`config.mk`:
```
export PLATFORM = sky130hd
export DESIGN_NAME = wb_periph_bridge_flat
export DESIGN_NICKNAME = d
export VERILOG_FILES = /design/src/rtl/wb_if.sv /design/src/rtl/wb_periph_bridge.sv /design/src/flat_wrapper.sv
export SDC_FILE = /design/constraint.sdc
export NUM_CORES = 1
export LEC_CHECK = 0
export ABC_AREA = 1
export CAP_MARGIN = 40
export CORE_AREA = 2 2 122 153
export DETAILED_ROUTE_END_ITERATION = 8
export DIE_AREA = 0 0 124 155
export PLACE_DENSITY = 0.65
export SYNTH_ARGS = -nofsm -noshare
export SYNTH_HDL_FRONTEND = slang
export SYNTH_SLANG_ARGS = --single-unit
```
`constraint.sdc`:
```
create_clock -name clk -period 1.9 [get_ports clk]
set_input_delay 0.285 -clock clk [delete_from_list [all_inputs] [get_ports clk]]
set_output_delay 0.285 -clock clk [all_outputs]
set_load 0.005 [all_outputs]
```
`src/rtl/wb_if.sv`:
```
// Classic Wishbone signal bundle used on both sides of the peripheral bridge.
interface wb_if #(
  parameter int unsigned ADDR_WIDTH = 32,
  parameter int unsigned DATA_WIDTH = 32
);
  logic [ADDR_WIDTH-1:0]   adr;
  logic [DATA_WIDTH-1:0]   dat_w;
  logic [DATA_WIDTH-1:0]   dat_r;
  logic [DATA_WIDTH/8-1:0] sel;
  logic                    we;
  logic                    cyc;
  logic                    stb;
  logic                    ack;
  logic                    err;

  modport master (output adr, dat_w, sel, we, cyc, stb, input dat_r, ack, err);
  modport slave  (input adr, dat_w, sel, we, cyc, stb, output dat_r, ack, err);
endinterface

```
`src/rtl/wb_periph_bridge.sv`:
```
// Registered single-outstanding Wishbone bridge with a downstream response timeout.
// Every output comes from a flop or from the state register alone.
module wb_periph_bridge #(
  parameter int unsigned WB_ADDR_WIDTH  = 32,
  parameter int unsigned WB_DATA_WIDTH  = 32,
  parameter int unsigned TIMEOUT_CYCLES = 255
) (
  input  logic       clk,
  input  logic       rstn,
  wb_if.slave        s,
  wb_if.master       m,
  output logic       timeout_o,
  output logic [7:0] timeout_cnt_o
);

  localparam int unsigned SEL_WIDTH = WB_DATA_WIDTH / 8;
  localparam int unsigned CNT_WIDTH =
    ($clog2(TIMEOUT_CYCLES + 1) < 1) ? 1 : $clog2(TIMEOUT_CYCLES + 1);
  localparam bit TIMEOUT_EN = (TIMEOUT_CYCLES != 0);
  localparam logic [CNT_WIDTH-1:0] CNT_LAST =
    CNT_WIDTH'((TIMEOUT_CYCLES == 0) ? 0 : TIMEOUT_CYCLES - 1);

  typedef enum logic [1:0] {
    IDLE,
    REQ,
    RSP
  } state_t;

  state_t                   r_state;
  state_t                   w_state_nxt;
  logic                     w_accept;
  logic                     w_rsp_hit;
  logic                     w_timeout;

  logic [WB_ADDR_WIDTH-1:0] r_adr;
  logic [WB_DATA_WIDTH-1:0] r_dat_w;
  logic [SEL_WIDTH-1:0]     r_sel;
  logic                     r_we;
  logic [WB_DATA_WIDTH-1:0] r_rsp_data;
  logic                     r_s_ack;
  logic                     r_s_err;
  logic                     r_timeout;
  logic [7:0]               r_timeout_cnt;
  logic [CNT_WIDTH-1:0]     r_wait_cnt;

  // NOTE: state and datapath flops use non-blocking assignments so every flop
  // samples pre-edge values regardless of process ordering.
  always_ff @(posedge clk or negedge rstn) begin
    if (!rstn) r_state <= IDLE;
    else       r_state <= w_state_nxt;
  end

  // NOTE: every signal gets a default before the case so no path infers a latch.
  always_comb begin
    w_state_nxt = r_state;
    w_accept    = 1'b0;
    w_rsp_hit   = 1'b0;
    w_timeout   = 1'b0;
    unique case (r_state)
      IDLE: begin
        if (s.cyc && s.stb) begin
          w_accept    = 1'b1;
          w_state_nxt = REQ;
        end
      end
      REQ: begin
        if (m.ack || m.err) begin
          w_rsp_hit   = 1'b1;
          w_state_nxt = RSP;
        end else if (TIMEOUT_EN && (r_wait_cnt == CNT_LAST)) begin
          w_timeout   = 1'b1;
          w_state_nxt = RSP;
        end
      end
      RSP:     w_state_nxt = IDLE;
      default: w_state_nxt = IDLE;
    endcase
  end

  // The upstream response is decided on the REQ->RSP edge; an abandoned
  // upstream cycle (s.cyc low) swallows the response instead of signalling it.
  // NOTE: all datapath flops are reset so both buses show defined zeros
  // immediately on rstn, including mid-transfer.
  always_ff @(posedge clk or negedge rstn) begin
    if (!rstn) begin
      r_adr         <= '0;
      r_dat_w       <= '0;
      r_sel         <= '0;
      r_we          <= 1'b0;
      r_rsp_data    <= '0;
      r_s_ack       <= 1'b0;
      r_s_err       <= 1'b0;
      r_timeout     <= 1'b0;
      r_timeout_cnt <= '0;
      r_wait_cnt    <= '0;
    end else begin
      r_s_ack   <= 1'b0;
      r_s_err   <= 1'b0;
      r_timeout <= 1'b0;

      if (w_accept) begin
        r_adr      <= s.adr;
        r_dat_w    <= s.dat_w;
        r_sel      <= s.sel;
        r_we       <= s.we;
        r_wait_cnt <= '0;
      end

      if (TIMEOUT_EN && (r_state == REQ) && !w_rsp_hit && !w_timeout)
        r_wait_cnt <= r_wait_cnt + 1'b1;

      if (w_rsp_hit) begin
        if (!r_we) r_rsp_data <= m.dat_r;
        r_s_ack <= s.cyc && !m.err;
        r_s_err <= s.cyc && m.err;
      end

      if (w_timeout) begin
        r_s_err   <= s.cyc;
        r_timeout <= 1'b1;
        if (r_timeout_cnt != 8'hFF) r_timeout_cnt <= r_timeout_cnt + 8'd1;
      end
    end
  end

  assign m.cyc   = (r_state == REQ);
  assign m.stb   = (r_state == REQ);
  assign m.adr   = r_adr;
  assign m.dat_w = r_dat_w;
  assign m.sel   = r_sel;
  assign m.we    = r_we;

  assign s.ack   = r_s_ack;
  assign s.err   = r_s_err;
  assign s.dat_r = r_rsp_data;

  assign timeout_o     = r_timeout;
  assign timeout_cnt_o = r_timeout_cnt;

endmodule
```
`src/flat_wrapper.sv`:
```
// flat-port wrapper written by rule: the top's interface ports become plain ports
module wb_periph_bridge_flat 
#(
  parameter int unsigned WB_ADDR_WIDTH  = 32,
  parameter int unsigned WB_DATA_WIDTH  = 32,
  parameter int unsigned TIMEOUT_CYCLES = 255
)
  (clk, rstn, timeout_o, timeout_cnt_o, s_adr, s_dat_w, s_sel, s_we, s_cyc, s_stb, s_dat_r, s_ack, s_err, m_adr, m_dat_w, m_sel, m_we, m_cyc, m_stb, m_dat_r, m_ack, m_err);
  wb_if s_i ();
  wb_if m_i ();
  input  logic clk;
  input  logic rstn;
  output logic timeout_o;
  output logic [7:0] timeout_cnt_o;
  input wire logic [$bits(s_i.adr)-1:0] s_adr;
  input wire logic [$bits(s_i.dat_w)-1:0] s_dat_w;
  input wire logic [$bits(s_i.sel)-1:0] s_sel;
  input wire logic [$bits(s_i.we)-1:0] s_we;
  input wire logic [$bits(s_i.cyc)-1:0] s_cyc;
  input wire logic [$bits(s_i.stb)-1:0] s_stb;
  output wire logic [$bits(s_i.dat_r)-1:0] s_dat_r;
  output wire logic [$bits(s_i.ack)-1:0] s_ack;
  output wire logic [$bits(s_i.err)-1:0] s_err;
  output wire logic [$bits(m_i.adr)-1:0] m_adr;
  output wire logic [$bits(m_i.dat_w)-1:0] m_dat_w;
  output wire logic [$bits(m_i.sel)-1:0] m_sel;
  output wire logic [$bits(m_i.we)-1:0] m_we;
  output wire logic [$bits(m_i.cyc)-1:0] m_cyc;
  output wire logic [$bits(m_i.stb)-1:0] m_stb;
  input wire logic [$bits(m_i.dat_r)-1:0] m_dat_r;
  input wire logic [$bits(m_i.ack)-1:0] m_ack;
  input wire logic [$bits(m_i.err)-1:0] m_err;
  assign s_i.adr = s_adr;
  assign s_i.dat_w = s_dat_w;
  assign s_i.sel = s_sel;
  assign s_i.we = s_we;
  assign s_i.cyc = s_cyc;
  assign s_i.stb = s_stb;
  assign s_dat_r = s_i.dat_r;
  assign s_ack = s_i.ack;
  assign s_err = s_i.err;
  assign m_adr = m_i.adr;
  assign m_dat_w = m_i.dat_w;
  assign m_sel = m_i.sel;
  assign m_we = m_i.we;
  assign m_cyc = m_i.cyc;
  assign m_stb = m_i.stb;
  assign m_i.dat_r = m_dat_r;
  assign m_i.ack = m_ack;
  assign m_i.err = m_err;
  wb_periph_bridge #(.WB_ADDR_WIDTH(WB_ADDR_WIDTH), .WB_DATA_WIDTH(WB_DATA_WIDTH), .TIMEOUT_CYCLES(TIMEOUT_CYCLES)) u_core (.clk(clk), .rstn(rstn), .s(s_i), .m(m_i), .timeout_o(timeout_o), .timeout_cnt_o(timeout_cnt_o));
endmodule
```
==> results.yml <==
timing:
  max_freq_mhz: 556
  setup_slack_ps: 102
  finalSetupTns_ps: 0
  finClkSkew_ps: 6.03
  timing.final.crit_share: 0.946
  rsz0062_at_grt: "no"
  post-route-min-period_ps: 1800
  max-slew-margin-rel: 0.738
  slew_violations: 0
  report.final.hold_viol_count: 0
  setup_viol_count_final: 0
  worstMarginPinSlew_ps: 393
synthesis:
  yosys_warnings: 0
  ys_ff_latch: 122
  syn_inst: 570
  synth_fp_nets: 680
  yosysSeqAreaShare: 0.601
  synth_area_per_cell_sq_um: 8.91
  synth_cell_types: 26
  synth.cell_area_sq_um: 5080
clocking:
  clk_pin_slew_ps: 60
  cts_tree: "done"
  root_buffer: "clkbuf_16"
  clock_sinks: 122
  clk_path_buf_depth: 2
  htreeDepth: 4
  cts_buffers: 17
  clkLatencyLatePin_ps: 410
placement:
  globalplace.congestion: 0.787
  dp_hpwl_mm: 8.84
  placed_area_sq_um: 7510
  dp.cells: 998
  portBuffers: 220
  dp_slack_ps: 171
worst_setup_path:
  max_stage_delay_ps: 520
  timing.critical_path.buf_inv: 2
  r2r_end: "u_core.r_wait_cnt[6]"
  crit_fanout: 4
  path_cells: "inv_2 > nor2_4 > clkdlybuf4s50_1"
  worstReg2RegStart: "u_core.r_wait_cnt[0]"
  setup.worst_path.start: "u_core.r_state[0]"
  reg2reg_slack_ps: 280
  endpoint: "m_cyc"
  critPathKind: "register to output pin"
  crit_family: "buffers and inverters"
  reg2reg_depth: 9
  cp.required_ps: 1620
  start_kind: "register"
  end_kind: "output pin"
  crit_cells: 3
  cp_slowest_cell: "clkdlybuf4s50_1"
  crit_arrival_ps: 1510
power_and_ir_drop:
  netSwitchingFraction: 0.267
  power_density_nw_per_um2: 1140
  p_leak_nw: 3.93
  power_frac_clock: 0.331
  p_seq_frac: 0.396
  switching_power_w: 0.00247
  ir_drop_uv: 509
  p_int_w: 0.00677
  power_frac_comb: 0.273
drt:
  totalWireLength_mm: 12.5
  wire_per_inst_um: 12.1
  dr.pass1.iters: 4
  ant_nets: 0
  vias: 4252
  vias_per_cell: 4.12
  drc: 0
  first_iter_violations: 197
global_route:
  grt_usage: 0.134
  gr-total-overflow: 0
  antenna_found_initial: 0
  grt_pass1_vias: 4179
  grt_max_degree: 106
  grt_pass1_wl_mm: 20.3
floorplanning:
  die_h_um: 155
  ios: 221
  start_util: 0.284
  core-area_sq_um: 17900
  dieArea_sq_um: 19200
  die_width_um: 124
  row_count: 55
final_layout:
  area_growth_pct: 59.6
  fillers: 1751
  regArea_sq_um: 3050
  mostFrequentLayoutCells: "clkdlybuf4s50_1, nand2_1, dfrtp_1"
  utilization: 0.453
  antenna_cells: 0
  drive_gt1_frac: 0.0634
  layout.nets: 902
  layout_commonest_cell: "clkdlybuf4s50_1"
  finalInstanceArea_sq_um: 8100
  fin_cells: 1033
  multi_input_area_sq_um: 1450
hold_path:
  hold_class: "primary input to asynchronous set/reset pin"
run_status:
  outcome: "finished, final reports clean"
flow_run:
  max_cap_viol_count: 0
-- what timing repair did --
| item | 4_1_cts | 5_1_grt |
|---|---|---|
| endpoints found under the setup margin | 0 | 2 |
| gates resized for setup | 0 | 0 |
| hold buffers | 1 | 0 |
| hold endpoints to repair | 122 | 0 |
| setup buffers | 0 | 2 |
-- sequential cells by signal, indices dropped and copies added, names as in the netlist --
name / cells
u_core.timeout_cnt_o: 8
u_core.s.dat_r: 32
u_core.timeout_o: 1
u_core.r_state: 2
u_core.m.dat_w: 32
u_core.s.err: 1
u_core.m.we: 1
u_core.s.ack: 1
u_core.m.sel: 4
u_core.r_wait_cnt: 8
u_core.m.adr: 32
-- worst min-delay path, stage by stage --
cell           delay (ps)
dlygate4sd3_1         520
buf_4                 130
buf_12                260
-- per-stage QoR --
step / hold WS, ps / total power, W
after floorplan: -10.6 / 0.00438
after global placement: 324 / 0.00621
after detailed placement: 316 / 0.00626
after CTS: 403 / 0.00941
after global routing: 423 / 0.00989
final: 415 / 0.00925
-- layout make-up --
cell class              count  area share
repair buffers            228       0.285
clock buffers              19      0.0547
flip-flops and latches    122       0.377
inverters                 117      0.0542
well taps                 228      0.0352
clock inverters            13      0.0150
multi-input cells         306       0.179
-- cells in the mapped netlist --
master / n / area [sq um]
a21oi_1: 2 / 10.0
buf_2: 7 / 35.0
buf_4: 7 / 52.6
buf_6: 2 / 22.5
clkbuf_1: 9 / 33.8
dfrtp_1: 122 / 3050
ha_1: 3 / 37.5
inv_1: 115 / 432
inv_2: 2 / 7.51
nand2_1: 137 / 514
nand2_2: 3 / 18.8
nand2_4: 1 / 11.3
nand3_1: 19 / 95.1
nand3_2: 2 / 20.0
nand3b_1: 1 / 7.51
nand4_1: 3 / 18.8
nand4_2: 1 / 12.5
nor2_1: 16 / 60.1
nor2_4: 3 / 33.8
nor3_1: 1 / 5.00
nor4_1: 1 / 6.26
o21ai_0: 92 / 460
o21ai_1: 14 / 70.1
o21bai_1: 1 / 7.51
xnor2_1: 2 / 17.5
xor2_1: 4 / 35.0
-- worst min path at each step --
| stage | from | endpoint | cells after the start |
|---|---|---|---|
| after detailed placement | rstn | u_core.timeout_cnt_o[3] | 2 |
| after floorplan | rstn | u_core.m.adr[0] | 0 |
| final | rstn | u_core.timeout_cnt_o[5] | 3 |
| after global routing | s_adr[10] | u_core.m.adr[10] | 3 |
| after CTS | s_adr[10] | u_core.m.adr[10] | 3 |
| after global placement | rstn | u_core.timeout_cnt_o[5] | 2 |
-- layer usage --
layer,wire length [um],share of wire,GRT usage
met1,5140,0.41,0.155
met2,6190,0.49,0.224
met3,1010,0.080,0.0484
met5,0,0,0
met4,194,0.015,0.0519
-- power groups by stage --
stage	sequential [W]	clock [W]	combinational, W
floorplan	0.00375	0	0.000630
global placement	0.00368	0	0.00253
detailed placement	0.00370	0	0.00256
CTS	0.00367	0.00317	0.00257
global route	0.00376	0.00330	0.00283
finish	0.00366	0.00306	0.00252
-- logic make-up after synthesis --
logic type	after synthesis	synth area share
fa+ha+maj	3	0.00739
buf+inv	142	0.115
simple gates	188	0.158
xor+xnor	6	0.0103
flops	122	0.601
compound gates	109	0.108
Note: power is estimated with default switching activity, not from simulation.
